===== src/rtl/tmr_word_voter.sv =====
`default_nettype none
// ============================================================================
// Module   : tmr_word_voter
// Purpose  : Registered triple-modular-redundancy word voter. It votes a
//            WIDTH-bit word from three redundant channels on each strobe and
//            tracks consecutive miscompares per channel. A channel that
//            miscompares ERR_LIMIT votes in a row is retired. The voter then
//            degrades from 2-of-3 majority to duplex, and then to simplex.
// Ports    : clk, rst_n      - clock, asynchronous active-low reset
//            vote            - sample and vote the three channels this cycle
//            clr             - clear all fail latches and miscompare counters
//            en[2:0]         - external channel enables
//            a1, a2, a3      - channel words
//            y               - registered voted word (inverted when INVERT=1)
//            valid           - one-cycle pulse on the cycle after a vote
//            miscmp[2:0]     - per-channel miscompare result of the last vote
//            fail[2:0]       - sticky per-channel retired flags
//            disagree        - last vote was duplex with unequal words
//            no_quorum       - last vote had no active channel
//            err_total[15:0] - saturating total of miscompare events
// Options  : define TMR_WORD_VOTER_ERRCNT_EN to build the err_total counter.
//            Without it, err_total is tied to zero.
// Revision : 1.0 - initial release
// ============================================================================
module tmr_word_voter #(
   parameter int WIDTH     = 26,
   parameter int ERR_LIMIT = 3,
   parameter int CNT_W     = 4,
   parameter int INVERT    = 1
) (
   input  logic             clk,
   input  logic             rst_n,
   input  logic             vote,
   input  logic             clr,
   input  logic [2:0]       en,
   input  logic [WIDTH-1:0] a1,
   input  logic [WIDTH-1:0] a2,
   input  logic [WIDTH-1:0] a3,
   output logic [WIDTH-1:0] y,
   output logic             valid,
   output logic [2:0]       miscmp,
   output logic [2:0]       fail,
   output logic             disagree,
   output logic             no_quorum,
   output logic [15:0]      err_total
);

   localparam logic [CNT_W-1:0] CNT_MAX = '1;
   localparam logic [CNT_W-1:0] LIMIT   = CNT_W'(ERR_LIMIT);
   localparam logic [WIDTH-1:0] Y_RST   = (INVERT != 0) ? '1 : '0;

   logic [CNT_W-1:0] cnt [3];
   logic [2:0]       act;
   logic [WIDTH-1:0] maj;
   logic [WIDTH-1:0] m;
   logic             upd;
   logic             dis_next;
   logic             nq_next;
   logic [2:0]       mis_next;

   assign act = en & ~fail;
   assign maj = (a1 & a2) | (a1 & a3) | (a2 & a3);

   // Vote resolution. When upd is low, y keeps its previous value.
   always_comb begin
      m        = '0;
      upd      = 1'b0;
      dis_next = 1'b0;
      nq_next  = 1'b0;
      mis_next = 3'b000;
      case (act)
         3'b111: begin
            m        = maj;
            upd      = 1'b1;
            mis_next = {a3 != maj, a2 != maj, a1 != maj};
         end
         3'b011: begin
            if (a1 == a2) begin
               m   = a1;
               upd = 1'b1;
            end else begin
               dis_next = 1'b1;
               mis_next = act;
            end
         end
         3'b101: begin
            if (a1 == a3) begin
               m   = a1;
               upd = 1'b1;
            end else begin
               dis_next = 1'b1;
               mis_next = act;
            end
         end
         3'b110: begin
            if (a2 == a3) begin
               m   = a2;
               upd = 1'b1;
            end else begin
               dis_next = 1'b1;
               mis_next = act;
            end
         end
         3'b001: begin
            m   = a1;
            upd = 1'b1;
         end
         3'b010: begin
            m   = a2;
            upd = 1'b1;
         end
         3'b100: begin
            m   = a3;
            upd = 1'b1;
         end
         default: nq_next = 1'b1;
      endcase
   end

   // Output register
   always_ff @(posedge clk or negedge rst_n) begin
      if (!rst_n) begin
         y         <= Y_RST;
         valid     <= 1'b0;
         miscmp    <= 3'b000;
         disagree  <= 1'b0;
         no_quorum <= 1'b0;
      end else begin
         valid <= vote;
         if (vote) begin
            miscmp    <= mis_next;
            disagree  <= dis_next;
            no_quorum <= nq_next;
            if (upd) begin
               y <= (INVERT != 0) ? ~m : m;
            end
         end
      end
   end

   // Consecutive-miscompare counters and retirement latches. A duplex
   // disagreement cannot identify the faulty channel, so it counts but
   // never retires. The count is kept, so a later triplex miscompare
   // (counter already at or past the limit) retires the channel at once.
   always_ff @(posedge clk or negedge rst_n) begin
      if (!rst_n) begin
         for (int i = 0; i < 3; i++) begin
            cnt[i] <= '0;
         end
         fail <= 3'b000;
      end else if (clr) begin
         for (int i = 0; i < 3; i++) begin
            cnt[i] <= '0;
         end
         fail <= 3'b000;
      end else if (vote) begin
         for (int i = 0; i < 3; i++) begin
            if (mis_next[i]) begin
               if (cnt[i] != CNT_MAX) begin
                  cnt[i] <= cnt[i] + 1'b1;
               end
               if (!dis_next && (cnt[i] + 1'b1 >= LIMIT || cnt[i] == CNT_MAX)) begin
                  fail[i] <= 1'b1;
               end
            end else if (act[i]) begin
               cnt[i] <= '0;
            end
         end
      end
   end

`ifdef TMR_WORD_VOTER_ERRCNT_EN
   logic [15:0] err_add;
   logic [15:0] err_q;

   assign err_add = 16'(mis_next[0]) + 16'(mis_next[1]) + 16'(mis_next[2]);

   // Cleared by reset only; clr leaves the lifetime total alone.
   always_ff @(posedge clk or negedge rst_n) begin
      if (!rst_n) begin
         err_q <= 16'h0000;
      end else if (vote) begin
         if (err_q > (16'hFFFF - err_add)) begin
            err_q <= 16'hFFFF;
         end else begin
            err_q <= err_q + err_add;
         end
      end
   end

   assign err_total = err_q;
`else
   assign err_total = 16'h0000;
`endif

endmodule
`default_nettype wire


===== config.mk =====
export PLATFORM = sky130hd
export DESIGN_NAME = tmr_word_voter
export DESIGN_NICKNAME = d
export VERILOG_FILES = /design/src/rtl/tmr_word_voter.sv
export SDC_FILE = /design/constraint.sdc
export NUM_CORES = 1
export LEC_CHECK = 0
export BUFFER_PORTS_ARGS = -buffer_cell sky130_fd_sc_hd__buf_4
export CAP_MARGIN = 10
export CORE_ASPECT_RATIO = 1.5
export CORE_UTILIZATION = 35
export CTS_CLUSTER_DIAMETER = 40
export DETAILED_ROUTE_END_ITERATION = 8
export PLACE_DENSITY = 0.64
export RECOVER_POWER = 50
export SETUP_SLACK_MARGIN = 0.15
export SYNTH_ARGS = -nofsm -noshare
export SYNTH_HDL_FRONTEND = slang
export SYNTH_SLANG_ARGS = --single-unit

===== constraint.sdc =====
create_clock -name clk -period 2.4 [get_ports clk]
set_input_delay 0.12 -clock clk [delete_from_list [all_inputs] [get_ports clk]]
set_output_delay 0.12 -clock clk [all_outputs]
set_load 0.02 [all_outputs]

# After elaboration in Yosys (flattened, before gate mapping)
# Cells that the tools add are included.
[word_totals] latchBits=0 mem_count=0 wordCells=109 mem_bits_ro=0 ramBits=0 register_bits=47
[op_classes] n_mul=0 addsub=3 muxes=36 div_mod_pow=0 n_bitwise=8 order_cmp=3 reduce_logical=26 n_shift=0 n_eq_ne=22
[ops] cell="$pmux 26 s7" n=1
[ops] cell="$and 26x26->26" n=3
[ops] cell="$eq 26x26->1" n=3
[ops] cell="$mux 26" n=3
[ops] cell="$ne 26x26->1" n=3
[ops] cell="$or 26x26->26" n=2
[ops] cell="$mux 4" n=9
[ops] cell="$not 26->26" n=1
[ops] cell="$mux 12" n=2
[ops] cell="$reduce_and 3->1" n=6
[ops] cell="$mux 3" n=5
[ops] cell="$reduce_bool 2->1" n=7
[ops] cell="$mux 1" n=13
[ops] cell="$add 4x1->4 const B" n=3
[ops] cell="$eq 3x3->1 const B" n=4
[ops] cell="$eq 4x4->1 const B" n=3
[ops] cell="$ge 4x2->1 const B" n=3
[ops] cell="$ne 4x4->1 const B" n=3
[ops] cell="$pmux 3 s4" n=1
[ops] cell="$ne 3x2->1 const B" n=3
[ops] cell="$reduce_bool 3->1" n=3
[ops] cell="$reduce_or 7->1" n=1
[ops] cell="$eq 3x2->1 const B" n=2
[ops] cell="$pmux 1 s4" n=1
[ops] cell="9 further kinds" n=13

# Logic depth before layout (Yosys ltp)
[logic_depth] depth_word=10 depth_mapped=9 mapped_depth_nobuf=9

# Worst setup path before layout
# OpenSTA, ideal clock, no wires.
[synth_timing] path_kind="register to register" from="register fail[2]" to="register y[0]" arrival_time_ps=2068 slack_ps=252 setup_time_ps=80 n_path_buf=1 path_stages_with_launch=10 period_less_slack_ps=2148 path_cell_list="dfrtp_1 -> inv_2 -> nand2_2 -> inv_2 -> fa_1 -> a31oi_1 -> a21boi_4 -> nand2_4 -> buf_6 -> o22a_1"
[synth_via] elab_chain_len=6 elab_cells_between_ends=14
[synth_lines] item="start: declaration" line="42" text="output logic [2:0] fail,"
[synth_lines] item="start signal: assignment" line="150" text="fail <= 3'b000;"
[synth_lines] item="start signal: assignment" line="155" text="fail <= 3'b000;"
[synth_lines] item="start signal: indexed assignment" line="163" text="fail[i] <= 1'b1;"
[synth_lines] item="$not 3->3 *" line="61" text="assign act = en & ~fail;"
[synth_lines] item="$and 3x3->3 *" line="61"
[synth_lines] item="$eq 3x3->1, or another cell as far along" line="71" text="case (act)"
[synth_lines] item="$reduce_or 4->1 (no line)"
[synth_lines] item="$pmux 1 s4" line="71"
[synth_lines] item="$reduce_and 2->1 (no line)"
[synth_lines] item="end signal: assignment" line="135" text="y <= (INVERT != 0) ? ~m : m;"
[synth_lines] item="end: declaration" line="39" text="output logic [WIDTH-1:0] y,"
# Every way passes the cells marked *; elsewhere a longest branch is shown, timed or not.
# A chain may end at the register's enable or synchronous reset.

# Final worst setup path
[layout_timing] from="input port a2[19]" to="register cnt[9] (netlist name)"
[layout_via] elab_chain_len=8 elab_cells_between_ends=16
[layout_lines] item="start: declaration" line="37" text="input logic [WIDTH-1:0] a2,"
[layout_lines] item="$and 26x26->26" line="62" text="assign maj = (a1 & a2) | (a1 & a3) | (a2 & a3);"
[layout_lines] item="$or 26x26->26 (2 in series)" line="62"
[layout_lines] item="$ne 26x26->1" line="75" text="mis_next = {a3 != maj, a2 != maj, a1 != maj};"
[layout_lines] item="$pmux 3 s4 *" line="71"
[layout_lines] item="$mux 4" line="158" text="if (mis_next[i]) begin"
[layout_lines] item="$mux 12" line="156" text="end else if (vote) begin"
[layout_lines] item="$mux 12" line="151" text="end else if (clr) begin"
[layout_lines] item="end signal: indexed assignment" line="160" text="cnt[i] <= cnt[i] + 1'b1;"
[layout_lines] item="end: declaration" line="52" text="logic [CNT_W-1:0] cnt [3];"
# Every way passes the cells marked *; elsewhere a longest branch is shown, timed or not. The select of a mux whose other input is x is not followed.

==> results.cfg <==
[setup_path]
critPathMaxStageDelay_ns = 0.50
crit_path_max_fanout = 6
r2r-start = fail[0]
crit_chain = buf_4 > ha_1 > buf_4 > o31a_1 > o22ai_2 > nor4_4 > nand4_1 > a22oi_2 > buf_4 > or4_1 > a31oi_1
critPathArrivalTime_ns = 2.45
worst_setup_path_end_kind = flip-flop
crit_type = input pin to flip-flop
r2r_setup_slack_ns = 0.26
startpoint_type = input pin
r2r_cells = 9
cp-endpoint = cnt[9]
rr_endpoint = y[11]
required_ns = 2.63
startpoint = a2[19]
cp_common_cell = buf_4
crit_slowest_cell = or4_1

[yosys]
synth_cell_type_count = 57
synthCells = 638
synthMostInstantiatedCell = nor4_1
synth_top_area_share_pct = 18.7
async_flop_share_pct = 100
synth_ff_type = dfstp_2
synth_area_leaders = ha_1, dfstp_2, nor4_1, dfrtp_1, o31a_1
synth_area_per_cell_sq_um = 8.82
seq_area_frac_synth_pct = 21.5
synthTopCellsByCount = nor4_1, ha_1, o31a_1
ys.warnings.count = 0
yosys_register_bits = 47
syn_area_sq_um = 5630
synth-edff-count = 0
yosysTopAreaCell = ha_1

[layout]
drive_gt1_share_pct = 33.0
num_antenna_cells = 0
synthToLayoutAreaGrowth_pct = 36.2
finalInstanceArea_sq_um = 7670
nets = 1026
stdcell_count = 1060

[floorplan]
die_x_um = 106
rows = 56
start_util_pct = 35.9
core_sq_um = 15700
io_pins = 136
dieArea_sq_um = 16600
die_y_um = 157

[global_route]
gr-total-overflow = 0
grt_pass1_vias = 6073
antenna_found_initial = 0
grt_pass1_wl_um = 32100
grtUsageTotal_pct = 25.1
grt_max_degree = 48

[power]
powerDensity_nw_per_um2 = 439
cellLeakagePower_uw = 0.00313
ir_worst_vdd_v = 0.000306

[drt]
drc = 0
wl_per_cell_um = 20.0
ant_nets = 0
vias = 6418
drt_wl_total_um = 21200
firstDrtPassIters = 5
drt_iter0_markers = 252
post_drt_via_cell_ratio = 6.05

[sta]
slew_violations = 0
post-route-period-util_pct = 92.5
min_period_ns = 2.22
hold_viol = 0
grt_setup_unrepaired = false
skew_ns = 0.00732
setup_viol = 0
fin_tns_setup_ns = 0
tightest_slew_ns = 1.20
worst_slew_margin_rel_pct = 19.8
fmax_ghz = 0.450

[clocking]
clock_latency_ns = 0.30
clkTransAtPathRegs_ns = 0.08
cts_buffers = 5
clock-root-buffer = clkbuf_16
clock_sinks = 47
cts_tree = built
h-tree-depth = 2
clock_path_buffers = 2

[place]
dpl_cell_area_sq_um = 7410
io_buffers = 119
gp_congestion = 0.929
place_inst = 1045
place_hpwl_um = 16700

[run]
maxCapViolCount = 0

[min_path]
hold_path_class = input pin to flip-flop

[status]
status = finished clean
layout by cell type (no fill, tap or decap), types with 3 or more instances in the layout:
| master | Yosys | final |
|---|---|---|
| o22a_1 | 26 | 26 |
| nor2_1 | 27 | 26 |
| o31a_1 | 60 | 60 |
| nor4_2 | 2 | 7 |
| o21ai_0 | 28 | 28 |
| dfstp_2 | 26 | 26 |
| conb_1 | 1 | 16 |
| clkbuf_1 | 4 | 17 |
| nor3_1 | 24 | 23 |
| ha_1 | 84 | 84 |
| nand3_1 | 12 | 12 |
| or3_1 | 4 | 4 |
| a22o_1 | 4 | 4 |
| o22ai_1 | 32 | 30 |
| inv_1 | 7 | 7 |
| a221oi_1 | 26 | 26 |
| buf_4 | 16 | 201 |
| nand4_1 | 7 | 7 |
| a21oi_1 | 15 | 15 |
| dfrtp_1 | 21 | 21 |
| nand2_1 | 47 | 47 |
| nor4_1 | 90 | 83 |
| xnor2_1 | 18 | 17 |
| clkbuf_16 | 0 | 5 |
| inv_2 | 4 | 3 |
| o32ai_1 | 3 | 3 |
| nor3_2 | 6 | 7 |
cells by family (layout without fill, tap and decap cells):
family	Yosys count	count (layout)	share of synthesized area [%]
DFF	47	47	21.5
muxes	1	1	0.200
and+or+nand+nor	232	233	22.8
buffers and inverters	40	243	4.16
other	1	16	0.0666
xor gates and xnor gates	18	18	2.80
AOI/OAI and AO/OA	214	214	29.4
adders and majority gates	85	85	19.0
layer usage:
metal | track usage [%] | up-vias | part of all wire [%]
met4 | 16.3 | 0 | 6.2
met3 | 3.81 | 66 | 5.3
met5 | 0 | - | 0
li1 | - | 3076 | -
met2 | 46.1 | 223 | 51
met1 | 26.6 | 3053 | 37
worst min path at each step:
| stage | startpoint | end | cells after the start |
|---|---|---|---|
| 4_1_cts | clr | cnt[9] | 2 |
| 2_1_floorplan | rst_n | cnt[0] | 0 |
| 5_1_grt | clr | cnt[9] | 2 |
| 3_3_place_gp | rst_n | no_quorum | 1 |
| 3_5_place_dp | rst_n | valid | 1 |
| 6_report | clr | cnt[9] | 2 |
state kept, by name, summed over array words and instances (netlist names):
register / flops
disagree: 1
y: 26
miscmp: 3
fail: 3
cnt: 12
no_quorum: 1
valid: 1
worst max-delay path, delay by kind of cell:
family,cells,cell delay [ns]
AO/OA/AOI/OAI,4,0.83
AND/OR/NAND/NOR,3,0.74
adder cells (fa/ha/maj),1,0.29
buffers and inverters,3,0.46
power breakdown:
group	switching, uW	leakage, uW	internal [uW]
Clock	376	0.0000782	406
Sequential	63.6	0.000558	962
Combinational	857	0.00250	698
Total	1300	0.00313	2070
through the flow:
stage | utilization [%] | worst slack (ns) | total power (uW) | hold slack, ns
3_3_place_gp | 47.2 | -0.618 | 2550 | 0.190
2_1_floorplan | - | 0.252 | 1860 | -0.176
3_5_place_dp | 47.2 | -0.576 | 2560 | 0.185
6_report | 48.9 | 0.179 | 3360 | 0.0290
4_1_cts | 48.4 | 0.158 | 3370 | 0.0244
5_1_grt | 48.9 | 0.139 | 3550 | 0.0339
area by class of cell:
cell class / instances / area (sq um)
fillers: 1583 / 8030
multi-input cells: 567 / 4360
repair buffers: 223 / 1640
flip-flops and latches: 47 / 1210
well taps: 203 / 254
clock buffers: 5 / 125
inverters: 12 / 50.0
clock inverters: 3 / 31.3
what timing repair did:
item / in CTS / in global routing
gates cloned: 0 / 1
buffers inserted: 0 / 5
setup endpoints to repair: 6 / 37
hold buffers: 1 / 0
endpoints found under the hold margin: 21 / 0
pin swaps: 0 / 6
gates resized for setup: 3 / 16
(Power assumes the default switching activity.)
